<file path="config.mk">
export PLATFORM = sky130hd
export DESIGN_NAME = func_dispatcher
export DESIGN_NICKNAME = d
export VERILOG_FILES = /design/src/rtl/func_dispatcher.sv
export SDC_FILE = /design/constraint.sdc
export NUM_CORES = 1
export LEC_CHECK = 0
export ABC_AREA = 1
export CAP_MARGIN = 20
export CORE_ASPECT_RATIO = 0.8
export CORE_MARGIN = 2
export CORE_UTILIZATION = 30
export DETAILED_ROUTE_END_ITERATION = 7
export PLACE_DENSITY = 0.49
export SLEW_MARGIN = 0
export SYNTH_ARGS = -nofsm -noshare
export SYNTH_HDL_FRONTEND = slang
export SYNTH_SLANG_ARGS = --single-unit
</file>
<file path="constraint.sdc">
create_clock -name clk_i -period 2.6 [get_ports clk_i]
set_input_delay 0.39 -clock clk_i [delete_from_list [all_inputs] [get_ports clk_i]]
set_output_delay 0.39 -clock clk_i [all_outputs]
set_load 0.05 [all_outputs]
</file>
<file path="src/rtl/func_dispatcher.sv">
// Operand FIFO and issue sequencer for the `func` core: buffers (a,b) pairs,
// starts one operation at a time, and returns each result with a sequence number.
module func_dispatcher #(
    parameter int DEPTH = 4,
    parameter int A_W   = 8,
    parameter int B_W   = 8,
    parameter int Y_W   = 5,
    parameter int SEQ_W = 4
) (
    input  logic                       clk_i,
    input  logic                       rst_i,
    input  logic                       in_valid_i,
    output logic                       in_ready_o,
    input  logic [A_W-1:0]             in_a_bi,
    input  logic [B_W-1:0]             in_b_bi,
    output logic                       out_valid_o,
    input  logic                       out_ready_i,
    output logic [Y_W-1:0]             out_y_bo,
    output logic [SEQ_W-1:0]           out_seq_bo,
    output logic [A_W-1:0]             f_a_bo,
    output logic [B_W-1:0]             f_b_bo,
    output logic                       f_start_o,
    input  logic [1:0]                 f_busy_bi,
    input  logic [Y_W-1:0]             f_y_bi,
    output logic [$clog2(DEPTH):0]     count_o
);

    localparam int PTR_W = $clog2(DEPTH);
    localparam int CNT_W = PTR_W + 1;

    typedef enum logic [1:0] {
        S_IDLE  = 2'd0,
        S_ISSUE = 2'd1,
        S_WAIT  = 2'd2,
        S_DONE  = 2'd3
    } state_t;

    state_t                 r_state;
    state_t                 w_state_nxt;

    logic [A_W+B_W-1:0]     r_mem [DEPTH];
    logic [PTR_W-1:0]       r_wr_ptr;
    logic [PTR_W-1:0]       r_rd_ptr;
    logic [CNT_W-1:0]       r_count;

    logic [A_W-1:0]         r_f_a;
    logic [B_W-1:0]         r_f_b;
    logic [Y_W-1:0]         r_out_y;
    logic                   r_out_valid;
    logic [SEQ_W-1:0]       r_seq;
    logic [1:0]             r_guard;

    logic                   w_push;
    logic                   w_pop;
    logic                   w_busy;
    logic                   w_guard_done;
    logic                   w_capture;
    logic                   w_out_hs;
    logic                   w_start;
    logic [A_W+B_W-1:0]     w_head;

    assign in_ready_o   = (r_count < CNT_W'(DEPTH));
    assign w_push       = in_valid_i & in_ready_o;
    assign w_busy       = |f_busy_bi;
    // Busy is re-checked in IDLE as well: after a local reset the core may still be running.
    assign w_pop        = (r_state == S_IDLE) && (r_count != '0) && !w_busy;
    assign w_guard_done = (r_guard == 2'd2);
    assign w_capture    = (r_state == S_WAIT) && w_guard_done && !w_busy;
    assign w_out_hs     = r_out_valid & out_ready_i;
    assign w_head       = r_mem[r_rd_ptr];

    always_ff @(posedge clk_i) begin
        if (!rst_i) begin
            r_state <= S_IDLE;
        end else begin
            r_state <= w_state_nxt;
        end
    end

    always_comb begin
        w_state_nxt = r_state;
        case (r_state)
            S_IDLE:  if (w_pop)     w_state_nxt = S_ISSUE;
            S_ISSUE:                w_state_nxt = S_WAIT;
            S_WAIT:  if (w_capture) w_state_nxt = S_DONE;
            S_DONE:  if (w_out_hs)  w_state_nxt = S_IDLE;
            default:                w_state_nxt = S_IDLE;
        endcase
    end

    always_comb begin
        w_start = 1'b0;
        if (r_state == S_ISSUE) begin
            w_start = 1'b1;
        end
    end

    // Storage array carries no reset; validity is tracked by the pointers and count.
    always_ff @(posedge clk_i) begin
        if (w_push) begin
            r_mem[r_wr_ptr] <= {in_a_bi, in_b_bi};
        end
    end

    always_ff @(posedge clk_i) begin
        if (!rst_i) begin
            r_wr_ptr <= '0;
            r_rd_ptr <= '0;
            r_count  <= '0;
        end else begin
            if (w_push) begin
                r_wr_ptr <= r_wr_ptr + PTR_W'(1);
            end
            if (w_pop) begin
                r_rd_ptr <= r_rd_ptr + PTR_W'(1);
            end
            case ({w_push, w_pop})
                2'b10:   r_count <= r_count + CNT_W'(1);
                2'b01:   r_count <= r_count - CNT_W'(1);
                default: r_count <= r_count;
            endcase
        end
    end

    always_ff @(posedge clk_i) begin
        if (!rst_i) begin
            r_f_a       <= '0;
            r_f_b       <= '0;
            r_out_y     <= '0;
            r_out_valid <= 1'b0;
            r_seq       <= '0;
            r_guard     <= '0;
        end else begin
            if (w_pop) begin
                r_f_a <= w_head[A_W+B_W-1:B_W];
                r_f_b <= w_head[B_W-1:0];
            end
            // The guard gives the core two cycles to raise busy before it is trusted.
            if (r_state == S_ISSUE) begin
                r_guard <= '0;
            end else if ((r_state == S_WAIT) && !w_guard_done) begin
                r_guard <= r_guard + 2'd1;
            end
            if (w_capture) begin
                r_out_y     <= f_y_bi;
                r_out_valid <= 1'b1;
            end else if (w_out_hs) begin
                r_out_valid <= 1'b0;
                r_seq       <= r_seq + SEQ_W'(1);
            end
        end
    end

    assign out_valid_o = r_out_valid;
    assign out_y_bo    = r_out_y;
    assign out_seq_bo  = r_seq;
    assign f_a_bo      = r_f_a;
    assign f_b_bo      = r_f_b;
    assign f_start_o   = w_start;
    assign count_o     = r_count;

endmodule

</file>
* After elaboration in Yosys (flattened, before gate mapping)
Memories as Yosys holds them, arrays and structs flattened. A register that Yosys moved wholly into a read port is not among the register bits.
Index checks and enable logic that the tools add are counted.
** Word-level totals
- Logic and storage cells :: 55
- Input port bits :: 27
- Output and inout bits :: 31
- Memories :: 1
- Flip-flop bits (word level) :: 21
- Bits in writable memories :: 64
** Memory list
- r_mem :: depth 4, width 16, rd ports 1, clocked after Yosys merged registers in 1, write ports 1, line 41 : logic [A_W+B_W-1:0] r_mem [DEPTH];
** Cells by class
- Mux-type cells :: 10
- Eq/ne operators :: 9
- Bitwise logic cells :: 4
- Add/sub/neg operators :: 6
- Reductions and logical operators :: 16
- $lt $le $gt $ge :: 1
** Operators by type and width (number)
- 2-bit == test (second input constant) :: 4
- 2-bit case mux with 4 select lines :: 1
- 2-bit by 1-bit adder with 2-bit output (second input constant) :: 3
- 2-bit two-way mux :: 3
- 2-bit inequality test (second input constant) :: 3
- 3-bit case mux with 2 select lines :: 1
- 1-bit logical AND :: 5
- 1-bit two-way mux :: 5
- 4-bit by 1-bit adder with 4-bit output (second input constant) :: 1
- 2-bit by 1-bit == test with 1-bit output (second input constant) :: 2
- 2-bit nonzero test :: 2
- 2-bit OR reduction :: 2
- 3-bit by 1-bit adder with 3-bit output (second input constant) :: 1
- 1-bit zero test :: 3
- 3-bit < comparator (second input constant) :: 1
- 3-bit AND reduction :: 1
- 3-bit nonzero test :: 1
- 3-bit by 1-bit subtractor with 3-bit output (second input constant) :: 1
- 1-bit bitwise AND :: 2
- 2-bit zero test :: 1
- 1-bit inverter :: 2
- 2-bit AND reduction :: 1

* Longest topological paths before layout
Gate-level depths: netlist of run 1.
- Word-level depth :: 5
- Depth in mapped cells :: 14
- Gate-level depth less buffers :: 13

* Worst setup path after synthesis of run 1
No wires, ideal clock.
- Path kind :: register -> register
- From :: register r_count[2], in the netlist count_o[2]
- To :: register r_count[2], in the netlist count_o[2]
- Arrival time :: 2298 ps
- Slack :: 171 ps
- Stages on the path, launching flop included :: 13
- Required time :: 2468 ps
- Path buffers :: 1
- Library setup time :: 132 ps
- Cells stage by stage :: dfxtp_1 -> inv_2 -> nand3_1 -> nand2_1 -> inv_2 -> buf_4 -> ha_1 -> inv_1 -> fa_1 -> a21oi_1 -> o21ai_0 -> o21ai_0 -> a21oi_1
** RTL lines
- start: declaration :: line 44 : logic [CNT_W-1:0] r_count;
- start signal: assignment :: line 118 : 2'b10: r_count <= r_count + CNT_W'(1);
- start signal: assignment :: line 119 : 2'b01: r_count <= r_count - CNT_W'(1);
- start signal: assignment :: line 120 : default: r_count <= r_count;
- 3-bit < comparator * :: line 62 : assign in_ready_o = (r_count < CNT_W'(DEPTH));
- via in_ready_o :: line 13 : output logic in_ready_o,
- 1-bit bitwise AND * :: line 63 : assign w_push = in_valid_i & in_ready_o;
- 2-bit by 1-bit == test with 1-bit output or 2-bit == test (tied branches) :: line 117 : case ({w_push, w_pop})
- 3-bit case mux with 2 select lines or 2-bit nonzero test (tied branches)
Mark *: on every way through the listed nets, which the timed path passes. The rest lies on a longest branch.
A chain may end at the register's enable or synchronous reset.

* Final worst setup path of run 1
- From :: register r_state[1]
- To :: output port f_start_o
** Between the ends
- Word-level cells in the longest chain between the ends :: 2
** Ends and longest elaborated chain
- start: declaration :: line 38 : state_t r_state;
- start signal: assignment :: line 76 : r_state <= w_state_nxt;
- 2-bit by 1-bit == test with 1-bit output :: line 93 : if (r_state == S_ISSUE) begin
- 1-bit two-way mux :: line 93
- end: declaration :: line 22 : output logic f_start_o,
Every way passes these cells.

==> results.json, run 1 <==
{
  "outcome": "finished clean",
  "p_sw_w": 0.001120,
  "path_cells": "inv_1, ha_1, clkdlybuf4s50_1",
  "nets": 477,
  "rsz0062_at_grt": "no",
  "period_minus_slack_ps": 2192,
  "slew_viol_final": 0,
  "yosysWarnings": 0,
  "first_pass_iters": 6,
  "cts-root-buf": "clkbuf_16",
  "coreArea_um2": 12960,
  "antenna_found_initial": 0,
  "wl_per_cell_um": 14.31,
  "tns_ps": 0,
  "fin_total_pwr_w": 0.003974,
  "grt_pass1_vias": 2696,
  "gp_congestion": 0.7129,
  "drv_cap": 0,
  "io_pins": 58,
  "grt_first_pass_wirelength_um": 14210,
  "switching_share_pct": 28.19,
  "pwr-share-clk_pct": 32.4,
  "synth-edff-count": 64,
  "fmax_ghz": 0.4563,
  "post_drt_via_cell_ratio": 4.499,
  "hp-class": "flop to flop",
  "path_clk_slew_ps": 60,
  "syn_avg_cell_area_um2": 10.70,
  "area_delta_synth_final_pct": 26.37,
  "hold_viol_final": 0,
  "ys.flop_type": "edfxtp_1",
  "overflow": 0,
  "fin_crit_sh_pct": 84.30,
  "tritoncts": "built",
  "critPathKind": "flop to output port",
  "cts_hold_buf": 0,
  "p_per_area_nw_per_um2": 786.1,
  "syn_nets": 414,
  "ys_types": 22,
  "async_flop_share_pct": 0,
  "drive_gt1_share_pct": 7.014,
  "detail_route.iter0.violations": 187,
  "synth_area_um2": 4000,
  "clk_latency_ps": 340,
  "h-tree-depth": 3,
  "leakage_nw": 1.842,
  "critical_path_arrival_ps": 1800,
  "setup_viol": 0,
  "cts_setup_buffers": 0,
  "grtUsageTotal_pct": 13.21,
  "die_x_um": 133.1,
  "row_count": 37,
  "cp_slowest_cell": "clkdlybuf4s50_1",
  "drt_wl_total_um": 8831,
  "clockBufferDepth": 2,
  "worst_pin_slew_ps": 621.9,
  "fp.dieH_um": 107.3,
  "cp_top_family": "buffers and inverters",
  "dieArea_um2": 14280,
  "max_stage_delay_ps": 820,
  "cts_inserted_buffers": 9,
  "required_ps": 2210,
  "diodes": 0,
  "initial_core_util_pct": 30.86,
  "relSlewSlack_pct": 58.48,
  "internal_power_w": 0.002854,
  "synth_seq_area_share_pct": 66.56,
  "fillers": 1296,
  "ys_ff_latch": 101,
  "vias": 2776,
  "io_buffers": 57,
  "ir_drop_mv": 0.3373,
  "seqPwrFrac_pct": 47.6,
  "drcViolationCount": 0,
  "pwr-share-comb_pct": 20.0,
  "antenna_left": 0,
  "cp_max_fo": 4,
  "ctsResizeCount": 0,
  "cp_num_buf_inv": 2,
  "seq_area_um2": 2663,
  "clock-sinks": 101,
  "cp-end-kind": "output port",
  "multiInputGateArea_um2": 1150,
  "synthCells": 374,
  "post-dp-hpwl_um": 5409,
  "grt_start_max_net_pins": 35,
  "critPathLaunchType": "flop",
  "skew_ps": 5.175
}
## tightest hold or removal path: cells and delay by family, from the launching register on
| family | cells | cell delay, ps |
|---|---|---|
| flip-flops | 1 | 330 |
| buffers and inverters | 1 | 50 |
| AO/OA/AOI/OAI | 1 | 50 |
## final timing paths
kind                      start            end  slack, ps  cells past startpoint
setup / recovery     r_state[1]      f_start_o        410                      3
setup reg to reg     r_state[0]     count_o[2]        540                     13
hold / removal    out_seq_bo[2]  out_seq_bo[2]        480                      2
hold reg to reg   out_seq_bo[2]  out_seq_bo[2]        480                      2
## placed cells by master, fill, tap and decap left out, types with 4 or more instances in the layout
| master | count |
|---|---|
| nor2_1 | 98 |
| edfxtp_1 | 64 |
| clkdlybuf4s50_1 | 57 |
| o21ai_0 | 39 |
| dfxtp_1 | 37 |
| o21ai_1 | 24 |
| inv_1 | 21 |
| nand2_1 | 19 |
| o22ai_1 | 16 |
| a21oi_1 | 12 |
| ha_1 | 12 |
| clkbuf_16 | 9 |
| buf_4 | 9 |
| inv_2 | 7 |
| nand3_1 | 5 |
| clkbuf_1 | 4 |
## final cells by class
| class | instances | area share, % |
|---|---|---|
| flip-flops and latches | 101 | 52.67 |
| multi-input cells | 231 | 22.75 |
| repair buffers | 66 | 12.62 |
| clock buffers | 13 | 4.752 |
| well taps | 175 | 4.332 |
| inverters | 28 | 2.079 |
| clock inverters | 3 | 0.7921 |
## stage by stage
stage	worst slack (ps)	cell area, um2	utilization [%]	hold WS [ps]	cells
2_1_floorplan	170.7	4000	-	478.2	374
3_3_place_gp	329.9	4775	36.83	470.0	601
3_5_place_dp	296.2	4775	36.83	468.1	601
4_1_cts	390.1	5055	39.00	482.4	617
5_1_grt	252.6	5055	39.00	505.9	617
6_report	408.3	5055	39.00	475.8	617
## state kept, by name, indices dropped and copies added, names as in the netlist
signal,cells
r_mem,64
f_a_bo,8
f_b_bo,8
out_y_bo,5
out_seq_bo,4
count_o,3
r_guard,2
r_rd_ptr,2
r_state,2
r_wr_ptr,2
out_valid_o,1
## synthesized netlist by cell type, types with 2 or more instances
| cell | count | area, um2 |
|---|---|---|
| nor2_1 | 98 | 367.9 |
| nand2_2 | 2 | 12.51 |
| a21oi_1 | 12 | 60.06 |
| inv_2 | 7 | 26.28 |
| inv_1 | 21 | 78.83 |
| o22ai_1 | 16 | 100.1 |
| dfxtp_1 | 37 | 740.7 |
| ha_1 | 12 | 150.1 |
| o21ai_1 | 24 | 120.1 |
| buf_2 | 6 | 30.03 |
| nand3_1 | 5 | 25.02 |
| buf_4 | 4 | 30.03 |
| nand2_1 | 19 | 71.32 |
| clkbuf_1 | 2 | 7.510 |
| edfxtp_1 | 64 | 1922 |
| o21ai_0 | 39 | 195.2 |
## power groups by stage
stage | combinational, W | sequential, W | clock, W
6_report | 0.000794 | 0.00189 | 0.00129
5_1_grt | 0.000884 | 0.00191 | 0.00138
4_1_cts | 0.000806 | 0.00189 | 0.00133
3_5_place_dp | 0.000804 | 0.00193 | 0
3_3_place_gp | 0.000793 | 0.00192 | 0
2_1_floorplan | 0.000392 | 0.00207 | 0
## per-layer routing
layer	track usage [%]	up-vias	wire, um
met2	20.61	52	4031
met5	0	-	0
li1	-	1402	-
met3	3.202	8	377
met1	17.92	1314	4321
met4	5.015	0	100
## cell families (layout without fill, tap and decap cells)
logic type | Yosys count | after routing | share of synthesized area [%]
XOR/XNOR | 1 | 1 | 0.2190
AO/OA/AOI/OAI | 92 | 92 | 12.07
AND/OR/NAND/NOR | 125 | 125 | 12.20
flip-flops | 101 | 101 | 66.56
buffers and inverters | 42 | 110 | 4.692
adder cells (fa/ha/maj) | 13 | 13 | 4.254
Note: power is estimated with default switching activity, not from simulation.
==> inputs of run 2 (changes only) <==
Clock period 2.6 ns to 2.25 ns, I/O delays scaled along.
==> run 2 against run 1 <==
  * Cell area up 1.1%
  * Critical path depth unchanged
  * Setup slack worse by 240 ps
  * Sequential power up 16%
  * Largest power group unchanged
  * Non-clock buffer count up 8
  * Critical path type unchanged
  * Cell count up 1.3%
==> results.json, run 2 (synthesized netlist as in run 1, its figures left out) <==
{
  "reg2reg_from": "r_state[0]",
  "antenna_found_initial": 0,
  "clk_latency_ps": 340,
  "drive_gt1_share_pct": 10.67,
  "regMostFlops": "r_mem",
  "multiInputGateArea_um2": 1152,
  "drv_cap": 0,
  "worst_slack_ps": 169.4,
  "relSlewSlack_pct": 58.66,
  "grt_pass1_vias": 2678,
  "cp_max_fo": 4,
  "cp-end-kind": "output port",
  "reg2regPathDepth": 13,
  "antenna_left": 0,
  "gp_congestion": 0.7208,
  "post_drt_via_cell_ratio": 4.486,
  "nets": 485,
  "path_cells": "inv_2, ha_1, clkdlybuf4s50_1",
  "initial_core_util_pct": 30.86,
  "setup_viol": 0,
  "area_delta_synth_final_pct": 27.71,
  "fp.dieH_um": 107.3,
  "hold_viol_final": 0,
  "final_core_util_pct": 39.41,
  "r2r_end": "count_o[2]",
  "die_x_um": 133.1,
  "path_clk_slew_ps": 70,
  "outcome": "finished clean",
  "most-common-layout-cells": "nor2_1 (98), edfxtp_1 (64), clkdlybuf4s50_1 (57)",
  "largest_reg_flops": 64,
  "post-dp-hpwl_um": 5859,
  "skew_ps": 5.577,
  "wl_met2_um": 4008,
  "fillers": 1278,
  "row_count": 37,
  "hold_path_depth": 2,
  "io_buffers": 57,
  "tns_ps": 0,
  "p_per_area_nw_per_um2": 888.6,
  "wl_met1_um": 4324,
  "place_inst": 609,
  "mostFrequentLayoutCell": "nor2_1",
  "leakage_nw": 1.874,
  "diodes": 0,
  "fin_total_pwr_w": 0.004540,
  "cts-root-buf": "clkbuf_16",
  "clock-sinks": 101,
  "drcViolationCount": 0,
  "ir_drop_mv": 0.4337,
  "detail_route.iter0.violations": 132,
  "io_pins": 58,
  "rsz0062_at_grt": "no",
  "fin_crit_sh_pct": 92.47,
  "critPathKind": "flop to output port",
  "overflow": 0,
  "fin_cells": 625,
  "vias": 2804,
  "grt_start_max_net_pins": 35,
  "dieArea_um2": 14280,
  "met3_length_um": 383,
  "slew_viol_final": 0,
  "period_minus_slack_ps": 2081,
  "h-tree-depth": 3,
  "highest_layer": "met4",
  "hp-class": "flop to flop",
  "critPathLaunchType": "flop",
  "seq_area_um2": 2666,
  "required_ps": 1910,
  "critical_path_arrival_ps": 1740,
  "grtUsageTotal_pct": 13.11,
  "first_pass_iters": 4,
  "coreArea_um2": 12960,
  "drt_wl_total_um": 8823,
  "cp_slowest_cell": "clkdlybuf4s50_1",
  "grt_first_pass_wirelength_um": 14240,
  "max_stage_delay_ps": 810,
  "min_from": "out_seq_bo[2]",
  "pre_cts_slack_ps": -40.16,
  "min_to": "out_seq_bo[2]",
  "reg2reg_slack_ps": 190,
  "tritoncts": "built",
  "wl_per_cell_um": 14.12,
  "cts_inserted_buffers": 9,
  "fmax_ghz": 0.4806,
  "worst_pin_slew_ps": 619.2,
  "clockBufferDepth": 2,
  "cts_hold_buf": 0
}
run 2: what timing repair did:
| item | in CTS | in global routing |
|---|---|---|
| setup endpoints to repair | 0 | 1 |
| gates resized for setup | 0 | 3 |
| setup buffers | 0 | 0 |
run 2: critical path, delay by kind of cell (launching register included):
family | cells | cell delay, ps
adder cells (fa/ha/maj) | 1 | 170
buffers and inverters | 2 | 890
flip-flops | 1 | 340
run 2: final cells by class:
type / instances / area share (%)
multi-input cells: 231 / 22.56
well taps: 175 / 4.286
inverters: 28 / 2.057
repair buffers: 74 / 13.67
clock inverters: 6 / 0.7592
clock buffers: 10 / 4.482
flip-flops and latches: 101 / 52.19
run 2: worst max-delay path by stage:
stage                  from    endpoint  slack [ps]  depth (start not counted)
2_1_floorplan    count_o[2]  count_o[2]          40                         12
5_1_grt          r_state[0]  count_o[2]         0.5                         13
4_1_cts          r_state[1]   f_start_o         100                          3
3_3_place_gp   f_busy_bi[0]  count_o[2]          30                         13
6_report         r_state[1]   f_start_o         170                          3
3_5_place_dp   f_busy_bi[0]  count_o[2]         -40                         13
run 2: metrics by stage:
stage / cell area [um2] / hold WS (ps)
2_1_floorplan: 4004 / 436.4
3_3_place_gp: 4838 / 468.1
3_5_place_dp: 4838 / 477.2
4_1_cts: 5106 / 490.9
5_1_grt: 5109 / 507.4
6_report: 5109 / 485.1
run 2: where the power goes:
group          total (W)  leakage (nW)  internal, W  switching (W)
logic           0.000934         0.856     0.000330       0.000604
registers        0.00219         0.889      0.00212      0.0000640
clock network    0.00142         0.129     0.000748       0.000669
total            0.00454          1.87      0.00320        0.00134
run 2: layer usage:
layer  vias to the layer above  GRT usage, %
li1                       1419             -
met1                      1325         17.59
met2                        51         20.39
met3                         9         3.955
met4                         0         4.331
met5                         -             0
==> inputs of run 3 (changes only) <==
Settings changed: CTS_CLUSTER_SIZE set to 8.
==> results of run 3 <==
Final layout, timing and power as in run 2 (identical DEF).
